## src/rtl/wb_pkg.sv

```systemverilog
// wb_pkg: shared constants for the writeback arbiter and its register
// scoreboard.
//   XLEN                 - result data width
//   NUM_REGS             - architectural register count (r0 is hard-wired 0)
//   RD_W                 - register index width
//   DEF_STARVE_LIMIT     - default count of consecutive lost ALU arbitrations
//                          after which the ALU is given priority
//   STARVE_W             - width of the starve counter
package wb_pkg;
  localparam int XLEN             = 32;
  localparam int NUM_REGS         = 32;
  localparam int RD_W             = 5;
  localparam int DEF_STARVE_LIMIT = 2;
  localparam int STARVE_W         = 2;
endpackage

```

## src/rtl/wb_scoreboard.sv

```systemverilog
// wb_scoreboard: per-register pending-write tracking.
//   clk, rst            - clock, asynchronous active-high reset
//   issue_valid/rd      - an instruction that will write issue_rd is offered
//   issue_ready         - no write is pending to issue_rd (always 1 for r0)
//   clr_valid/clr_rd    - a result for clr_rd is being written this cycle
//   rnum1/rnum2         - decode-stage source indices
//   hazard1/hazard2     - the source register has a pending write
//   busy                - pending-write bit per register, bit 0 always 0
module wb_scoreboard
  import wb_pkg::*;
(
  input  logic                clk,
  input  logic                rst,
  input  logic                issue_valid,
  input  logic [RD_W-1:0]     issue_rd,
  output logic                issue_ready,
  input  logic                clr_valid,
  input  logic [RD_W-1:0]     clr_rd,
  input  logic [RD_W-1:0]     rnum1,
  input  logic [RD_W-1:0]     rnum2,
  output logic                hazard1,
  output logic                hazard2,
  output logic [NUM_REGS-1:0] busy
);

  logic [NUM_REGS-1:0] set_mask;
  logic [NUM_REGS-1:0] clr_mask;
  logic [NUM_REGS-1:0] busy_n;

  // busy[0] is never set, so r0 never blocks issue and never reports a hazard.
  assign issue_ready = ~busy[issue_rd];
  assign hazard1     = busy[rnum1];
  assign hazard2     = busy[rnum2];

  always_comb begin
    set_mask = '0;
    clr_mask = '0;
    if (issue_valid && issue_ready && (issue_rd != '0))
      set_mask[issue_rd] = 1'b1;
    if (clr_valid && (clr_rd != '0))
      clr_mask[clr_rd] = 1'b1;
    // A fresh issue to a register whose stale result lands in the same cycle
    // must stay pending, so the set is applied after the clear.
    busy_n    = (busy & ~clr_mask) | set_mask;
    busy_n[0] = 1'b0;
  end

  always_ff @(posedge clk or posedge rst) begin
    if (rst) busy <= '0;
    else     busy <= busy_n;
  end

endmodule

```

## src/rtl/wb_arbiter.sv

```systemverilog
// wb_arbiter: two-producer (ALU, MEM) writeback arbiter with a single
// registered register-file write port and a pending-write scoreboard.
//   clk, rst                     - clock, asynchronous active-high reset
//   issue_valid/issue_rd/ready   - instruction issue into the scoreboard
//   alu_valid/rd/data/ready      - ALU result channel
//   mem_valid/rd/data/ready      - MEM result channel
//   wnum/wdata                   - register-file write, wnum=0 means no write
//   busy                         - pending-write bits
//   rnum1/rnum2, hazard1/hazard2 - decode-stage hazard lookup
//
// Handshake: a beat transfers in any cycle where its valid and ready are both
// high. ready depends only on the other producer's valid and the starve
// counter, never on the producer's own valid, and is low only when the other
// producer would win this cycle. rd/data are ignored while valid is low.
module wb_arbiter
  import wb_pkg::*;
#(
  parameter int STARVE_LIMIT = DEF_STARVE_LIMIT
) (
  input  logic                clk,
  input  logic                rst,
  input  logic                issue_valid,
  input  logic [RD_W-1:0]     issue_rd,
  output logic                issue_ready,
  input  logic                alu_valid,
  input  logic [RD_W-1:0]     alu_rd,
  input  logic [XLEN-1:0]     alu_data,
  output logic                alu_ready,
  input  logic                mem_valid,
  input  logic [RD_W-1:0]     mem_rd,
  input  logic [XLEN-1:0]     mem_data,
  output logic                mem_ready,
  output logic [RD_W-1:0]     wnum,
  output logic [XLEN-1:0]     wdata,
  output logic [NUM_REGS-1:0] busy,
  input  logic [RD_W-1:0]     rnum1,
  input  logic [RD_W-1:0]     rnum2,
  output logic                hazard1,
  output logic                hazard2
);

  localparam logic [STARVE_W-1:0] LIMIT = STARVE_W'(STARVE_LIMIT);

  logic [STARVE_W-1:0] starve;
  logic [STARVE_W-1:0] starve_n;
  logic                alu_pri;
  logic                alu_xfer;
  logic                mem_xfer;
  logic                xfer;
  logic [RD_W-1:0]     xfer_rd;
  logic [XLEN-1:0]     xfer_data;

  // MEM has priority unless the ALU has been starved for STARVE_LIMIT cycles.
  assign alu_pri   = (starve == LIMIT);
  assign alu_ready = ~(mem_valid && !alu_pri);
  assign mem_ready = ~(alu_valid && alu_pri);
  assign alu_xfer  = alu_valid && alu_ready;
  assign mem_xfer  = mem_valid && mem_ready;
  assign xfer      = alu_xfer || mem_xfer;

  always_comb begin
    xfer_rd   = '0;
    xfer_data = '0;
    if (alu_xfer) begin
      xfer_rd   = alu_rd;
      xfer_data = alu_data;
    end else if (mem_xfer) begin
      xfer_rd   = mem_rd;
      xfer_data = mem_data;
    end
    // Counts only while the ALU is waiting and losing; any ALU transfer or
    // ALU going idle restarts the count. It cannot pass LIMIT because the
    // ALU cannot lose once it reaches it.
    starve_n = '0;
    if (alu_valid && !alu_ready)
      starve_n = starve + 1'b1;
  end

  // Writes to r0 are accepted but presented as "no write" with zero data.
  always_ff @(posedge clk or posedge rst) begin
    if (rst) begin
      starve <= '0;
      wnum   <= '0;
      wdata  <= '0;
    end else begin
      starve <= starve_n;
      if (xfer && (xfer_rd != '0)) begin
        wnum  <= xfer_rd;
        wdata <= xfer_data;
      end else begin
        wnum  <= '0;
        wdata <= '0;
      end
    end
  end

  wb_scoreboard u_scoreboard (
    .clk         (clk),
    .rst         (rst),
    .issue_valid (issue_valid),
    .issue_rd    (issue_rd),
    .issue_ready (issue_ready),
    .clr_valid   (xfer),
    .clr_rd      (xfer_rd),
    .rnum1       (rnum1),
    .rnum2       (rnum2),
    .hazard1     (hazard1),
    .hazard2     (hazard2),
    .busy        (busy)
  );

endmodule

```

## config.mk

```make
export PLATFORM = sky130hd
export DESIGN_NAME = wb_arbiter
export DESIGN_NICKNAME = d
export VERILOG_FILES = /design/src/rtl/wb_pkg.sv /design/src/rtl/wb_scoreboard.sv /design/src/rtl/wb_arbiter.sv
export SDC_FILE = /design/constraint.sdc
export NUM_CORES = 1
export LEC_CHECK = 0
export ABC_CLOCK_PERIOD_IN_PS = 5110
export CORE_MARGIN = 2
export CORE_UTILIZATION = 45
export DETAILED_ROUTE_END_ITERATION = 7
export PLACE_DENSITY = 0.86
export REMOVE_ABC_BUFFERS = 1
export SKIP_LAST_GASP = 1
export SLEW_MARGIN = 20
export SYNTH_ARGS = -nofsm -noshare
export SYNTH_HDL_FRONTEND = slang
export SYNTH_SLANG_ARGS = --single-unit
```

## constraint.sdc

```tcl
create_clock -name clk -period 5.11 [get_ports clk]
set_input_delay 1.022 -clock clk [delete_from_list [all_inputs] [get_ports clk]]
set_output_delay 1.022 -clock clk [all_outputs]
set_load 0.02 [all_outputs]
```

==> results.sh <==
export IMPL_synthArstFlopShare_pct=100
export IMPL_cts_resized=0
export IMPL_fillers=623
export IMPL_period_share_pct=93.0
export IMPL_seq_area_frac_synth_pct=47.5
export IMPL_wl_um=11100
export IMPL_ios=168
export IMPL_clkTransAtPathRegs_ns=0.07
export IMPL_fin_util_pct=69.3
export IMPL_synthTopCellsByArea="dfrtp_1, mux4_2, a22oi_1, o21ai_0, mux4_1"
export IMPL_tightest_slew_ns=1.09
export IMPL_setup_violations=0
export IMPL_core_area_um2=8090
export IMPL_hp_class="reg -> reg"
export IMPL_fp_dieW_um=94.6
export IMPL_grt_pass1_vias=3564
export IMPL_place_gp_congestion=0.863
export IMPL_hold_slack_ns=0.439
export IMPL_yosys_area_top_type_share_pct=47.5
export IMPL_finalPower_mw=2.04
export IMPL_antenna_left=0
export IMPL_crit_required_ns=4.09
export IMPL_yosysUniqueCellTypes=38
export IMPL_area_delta_synth_final_pct=52.0
export IMPL_hold_viol=0
export IMPL_status="complete, no violations"
export IMPL_syn_area_um2=3690
export IMPL_reg2reg_slack_ns=2.61
export IMPL_cts_hold_buf=0
export IMPL_slew_violations=0
export IMPL_synth_area_leader_cell="dfrtp_1"
export IMPL_ir_worst_vdd_v=0.000183
export IMPL_clk_latency_ns=0.34
export IMPL_cts_made_buffers=9
export IMPL_multi_input_area_um2=1750
export IMPL_vias=3581
export IMPL_cts_tree="built"
export IMPL_synthFlopType="dfrtp_1"
export IMPL_max_stage_delay_ns=0.83
export IMPL_rr_worst_depth=9
export IMPL_hold_path_endpoint="starve[0]$_DFF_PP0_"
export IMPL_hold_depth=1
export IMPL_design_area_um2=5610
export IMPL_synth_seq_cells=70
export IMPL_worst_slew_margin_rel_pct=27.3
export IMPL_cap_violations=0
export IMPL_seq_area_um2=1750
export IMPL_crit_path_frequent_cell="clkdlybuf4s50_1"
export IMPL_wl_per_cell_um=18.4
export IMPL_synth_cells=336
export IMPL_drive_above_1_share_pct=8.85
export IMPL_place_inst=586
export IMPL_powerDensity_nw_per_um2=364
export IMPL_finalCriticalPeriod_ns=4.75
export IMPL_worst_path_buf_inv=3
export IMPL_placedInstanceArea_um2=5380
export IMPL_critical_path_top_delay_family="buffers and inverters"
export IMPL_dpl_hpwl_um=8540
export IMPL_antenna_found_initial=0
export IMPL_h_tree_depth=3
export IMPL_hold_start="starve[0]$_DFF_PP0_"
export IMPL_r2r_end="u_scoreboard.busy[23]$_DFF_PP0_"
export IMPL_cp_max_fo=13
export IMPL_rsz0062_at_grt="false"
export IMPL_layout_nets=587
export IMPL_first_pass_iters=5
export IMPL_cp_cell_sequence="clkdlybuf4s50_1 -> mux4_1 -> inv_1 -> o22ai_1 -> a221o_1 -> a211oi_1 -> clkdlybuf4s50_1"
export IMPL_worst_setup_path_end_kind="output pin"
export IMPL_critPathSlowestCell="clkdlybuf4s50_1"
export IMPL_finalSetupTns_ns=0
export IMPL_start_util_pct=45.6
export IMPL_grt_max_degree=39
export IMPL_rr_startpoint="starve[0]$_DFF_PP0_"
export IMPL_cts_setup_buffers=0
export IMPL_critPathLaunchType="input pin"
export IMPL_die_area_um2=8940
export IMPL_critPathArrivalTime_ns=3.73
export IMPL_overflow=0
export IMPL_ys_warnings_count=0
export IMPL_synth_commonest_cells="dfrtp_1, o21ai_0, nor2_1"
export IMPL_drc=0
export IMPL_syn_avg_cell_area_um2=11.0
export IMPL_cts_num_sinks=70
export IMPL_synth_edff_count=0
export IMPL_die_h_um=94.6
export IMPL_max_freq_ghz=0.210
export IMPL_crit_type="in -> out"
export IMPL_place_ws_ns=0.349
export IMPL_gr_usage_all_layers_pct=25.7
export IMPL_numPortBuffers=166
export IMPL_cellLeakagePower_nw=2.30
export IMPL_fin_ws_ns=0.356
export IMPL_viasPerCell=5.95
export IMPL_cts_root_buf="clkbuf_8"
export IMPL_grt_pass1_wl_um=17300
export IMPL_cts_buffer_depth=2
export IMPL_row_count=33
export IMPL_drt_iter0_drc=274
export IMPL_n_antenna_cell=0
export IMPL_finalNonFillerCells=602
export IMPL_yosysMostFrequentCell="dfrtp_1"
export IMPL_fin_skew_ns=0.00759
-- placed cells by master (no fill, tap or decap), types with 2 or more instances in the layout --
| cell type | n |
|---|---|
| a2111oi_0 | 3 |
| a21oi_1 | 3 |
| a22oi_1 | 32 |
| a32o_1 | 2 |
| a32oi_1 | 4 |
| buf_4 | 4 |
| bufinv_16 | 2 |
| clkbuf_8 | 11 |
| clkdlybuf4s50_1 | 166 |
| dfrtp_1 | 70 |
| inv_1 | 12 |
| mux2_2 | 3 |
| mux2i_1 | 3 |
| mux4_1 | 6 |
| mux4_2 | 16 |
| nand2_1 | 11 |
| nand2b_1 | 5 |
| nand3_1 | 10 |
| nand3b_1 | 7 |
| nand4_1 | 2 |
| nor2_1 | 40 |
| o21ai_0 | 46 |
| o31ai_1 | 19 |
| or3b_2 | 2 |
-- worst max path at each step --
| stage | cells after the start | endpoint | start | slack (ns) |
|---|---|---|---|---|
| finish | 7 | issue_ready | issue_rd[0] | 0.36 |
| global route | 7 | issue_ready | issue_rd[0] | 0.23 |
| CTS | 7 | issue_ready | issue_rd[0] | 0.37 |
| detailed placement | 7 | issue_ready | issue_rd[0] | 0.35 |
| global placement | 7 | issue_ready | issue_rd[0] | 0.42 |
| floorplan | 5 | issue_ready | issue_rd[0] | 1.42 |
-- state kept, by name (all words and copies together), names as in the netlist --
name	count
u_scoreboard.busy	31
starve	2
wdata	32
wnum	5
-- power breakdown --
| group | total [mW] | switching, mW | internal [mW] |
|---|---|---|---|
| sequential | 0.780 | 0.126 | 0.654 |
| combinational | 0.754 | 0.351 | 0.403 |
| clock | 0.506 | 0.205 | 0.301 |
-- area by class of cell --
type / count / share of cell area [%]
clock buffers: 11 / 2.70
clock inverters: 5 / 1.45
inverters: 13 / 0.870
multi-input cells: 228 / 31.3
flip-flops and latches: 70 / 31.2
well taps: 105 / 2.34
repair buffers: 170 / 30.2
-- cells by family (layout without fill, tap and decap cells) --
kind of cell,count (synthesis),count (layout),synth area share [%]
other,1,1,0.102
AND/OR/NAND/NOR,84,84,10.8
adder cells (fa/ha/maj),1,1,0.339
buffers and inverters,38,199,5.19
flip-flops,70,70,47.5
multiplexers,28,28,15.8
AO/OA/AOI/OAI,114,114,20.3
-- per-layer routing --
layer	vias up	track usage, %	routed length [um]
met5	-	0	0
met4	0	10.6	278
met3	27	6.78	1190
met2	237	44.8	5680
met1	1730	30.1	3940
li1	1587	-	-
Note: power is estimated with default switching activity, not from simulation.
==> variant, RTL diff (config.mk and constraints unchanged) <==
Set the package constant `XLEN` to 64 (it was 32).
--- a/src/rtl/wb_pkg.sv
+++ b/src/rtl/wb_pkg.sv
@@ -7,7 +7,7 @@
 //                          after which the ALU is given priority
 //   STARVE_W             - width of the starve counter
 package wb_pkg;
-  localparam int XLEN             = 32;
+  localparam int XLEN             = 64;
   localparam int NUM_REGS         = 32;
   localparam int RD_W             = 5;
   localparam int DEF_STARVE_LIMIT = 2;
Ports: changed (resized alu_data, mem_data and wdata); port bits go from 168 to 264. No check against the original RTL was run, so the function may have changed too.
==> variant against the original RTL <==
Clock skew increased by 10 ps. Global-route usage grew 3.5 points. Power increased by 23%. Area after synthesis up 33%. Setup slack better by 73 ps. Final area grew 39%. Wire length up 52%. Sequential cell count increased by 32. Critical path type unchanged. Critical endpoint unchanged. Largest cell class is now buffers. Highest routed layer unchanged.
==> variant: results (changes against the original RTL) <==
Commonest cells post-synth=102 x dfrtp_1, 70 x nor2_1, 64 x a22oi_1, 45 x o21ai_0, 19 x o31ai_1; clk root buf=clkbuf_8; first-pass GRT wire length=25850 µm (+49%); GRT Util Overall=0.2914 (+0.03451); 1st-pass router iterations=8 (+3); final WL=16870 µm (+52%); CP Capture Type=primary output; Reg2Reg Depth=8 (-1); post-synthesis mux area share=0.1234 (-0.03431); Synth Area in Compound Gates=0.2041 (+0.0009671); via count=4791 (+34%); slowest stage delay, CP=760 ps (-70 ps); post-synthesis adder-cell area fraction=0.002554 (-0.0008367); Layout Nets=840 (+43%); largest net degree at the start of global routing=67 (+72%); hold_sp=starve[0]; Yosys warnings=0 (unchanged); Worst EP arrival=3660 ps (-70 ps); vias in the first global route=4900 (+37%); worst-skew pair later-pin latency=360 ps (+20 ps); synth top area cells=dfrtp_1 52%, a22oi_1 9.8%, mux4_2 7.8%, nor2_1 5.4%, o21ai_0 4.6%; Max VDD drop=180.1 µV (-1.8%); initial drt markers=256 (-6.6%); biggest regs=wdata (64), u_scoreboard.busy (31), wnum (5); R2R setup slack=2180 ps (-430 ps); leak pwr=3.233 nW (+41%); status=completed; sequential area share after synthesis=0.5211 (+0.04634); NetSw=0.8423 mW (+23%); crit path max fanout=8 (-5); RR Endpoint=wdata[36]; measured slew at the worst slew-check pin=794.9 ps (-296.0 ps)
[variant: worst max-delay path by stage]
stage          slack (ps)     endpoint
6_report              430  issue_ready
5_1_grt               330  issue_ready
4_1_cts               440  issue_ready
3_5_place_dp          440  issue_ready
3_3_place_gp          450  issue_ready
2_1_floorplan         210     wdata[0]
[variant: cells by family (layout without fill, tap and decap cells)]
family          count (synthesis)  count (layout)
other cells                     1               1
compound gates                144             144
mux                            29              29
flops                         102             102
simple gates                  110             110
buf+inv                        48             298
fa+ha+maj                       1               1
[variant: layout make-up]
cell class / instances / area [µm²]
Fill cell: 759 / 2968
Timing Repair Buffer: 269 / 2675
Sequential cell: 102 / 2552
Multi-Input combinational cell: 285 / 2130
Tap cell: 140 / 175.2
Clock buffer: 12 / 145.1
Inverter: 14 / 55.05
Clock inverter: 3 / 45.04
[variant: per-stage QoR]
stage               instances  hold slack (ps)  total power, mW  area, µm²  utilization
finish                    825            449.3            2.516       7777       0.7238
global route              825            489.2            2.626       7777       0.7238
CTS                       825            452.8            2.518       7776       0.7237
detailed placement        810            442.4            2.028       7586       0.7060
global placement          810            413.8            2.001       7586       0.7060
floorplan                 401            402.7            1.489       4716            -
[variant: per-layer routing]
layer / global-route usage / vias up / routed length, µm
li1: - / 2118 / -
met1: 0.3394 / 2348 / 5925
met2: 0.5198 / 285 / 8978
met3: 0.06932 / 40 / 1472
met4: 0.1126 / 0 / 490
met5: 0 / - / 0
[variant: power groups by stage]
stage / Sequential [mW] / Clock (mW) / Combinational [mW]
global placement: 1.07 / 0 / 0.928
CTS: 1.06 / 0.505 / 0.957
floorplan: 1.18 / 0 / 0.308
finish: 1.06 / 0.498 / 0.958
global route: 1.08 / 0.537 / 1.01
detailed placement: 1.07 / 0 / 0.954
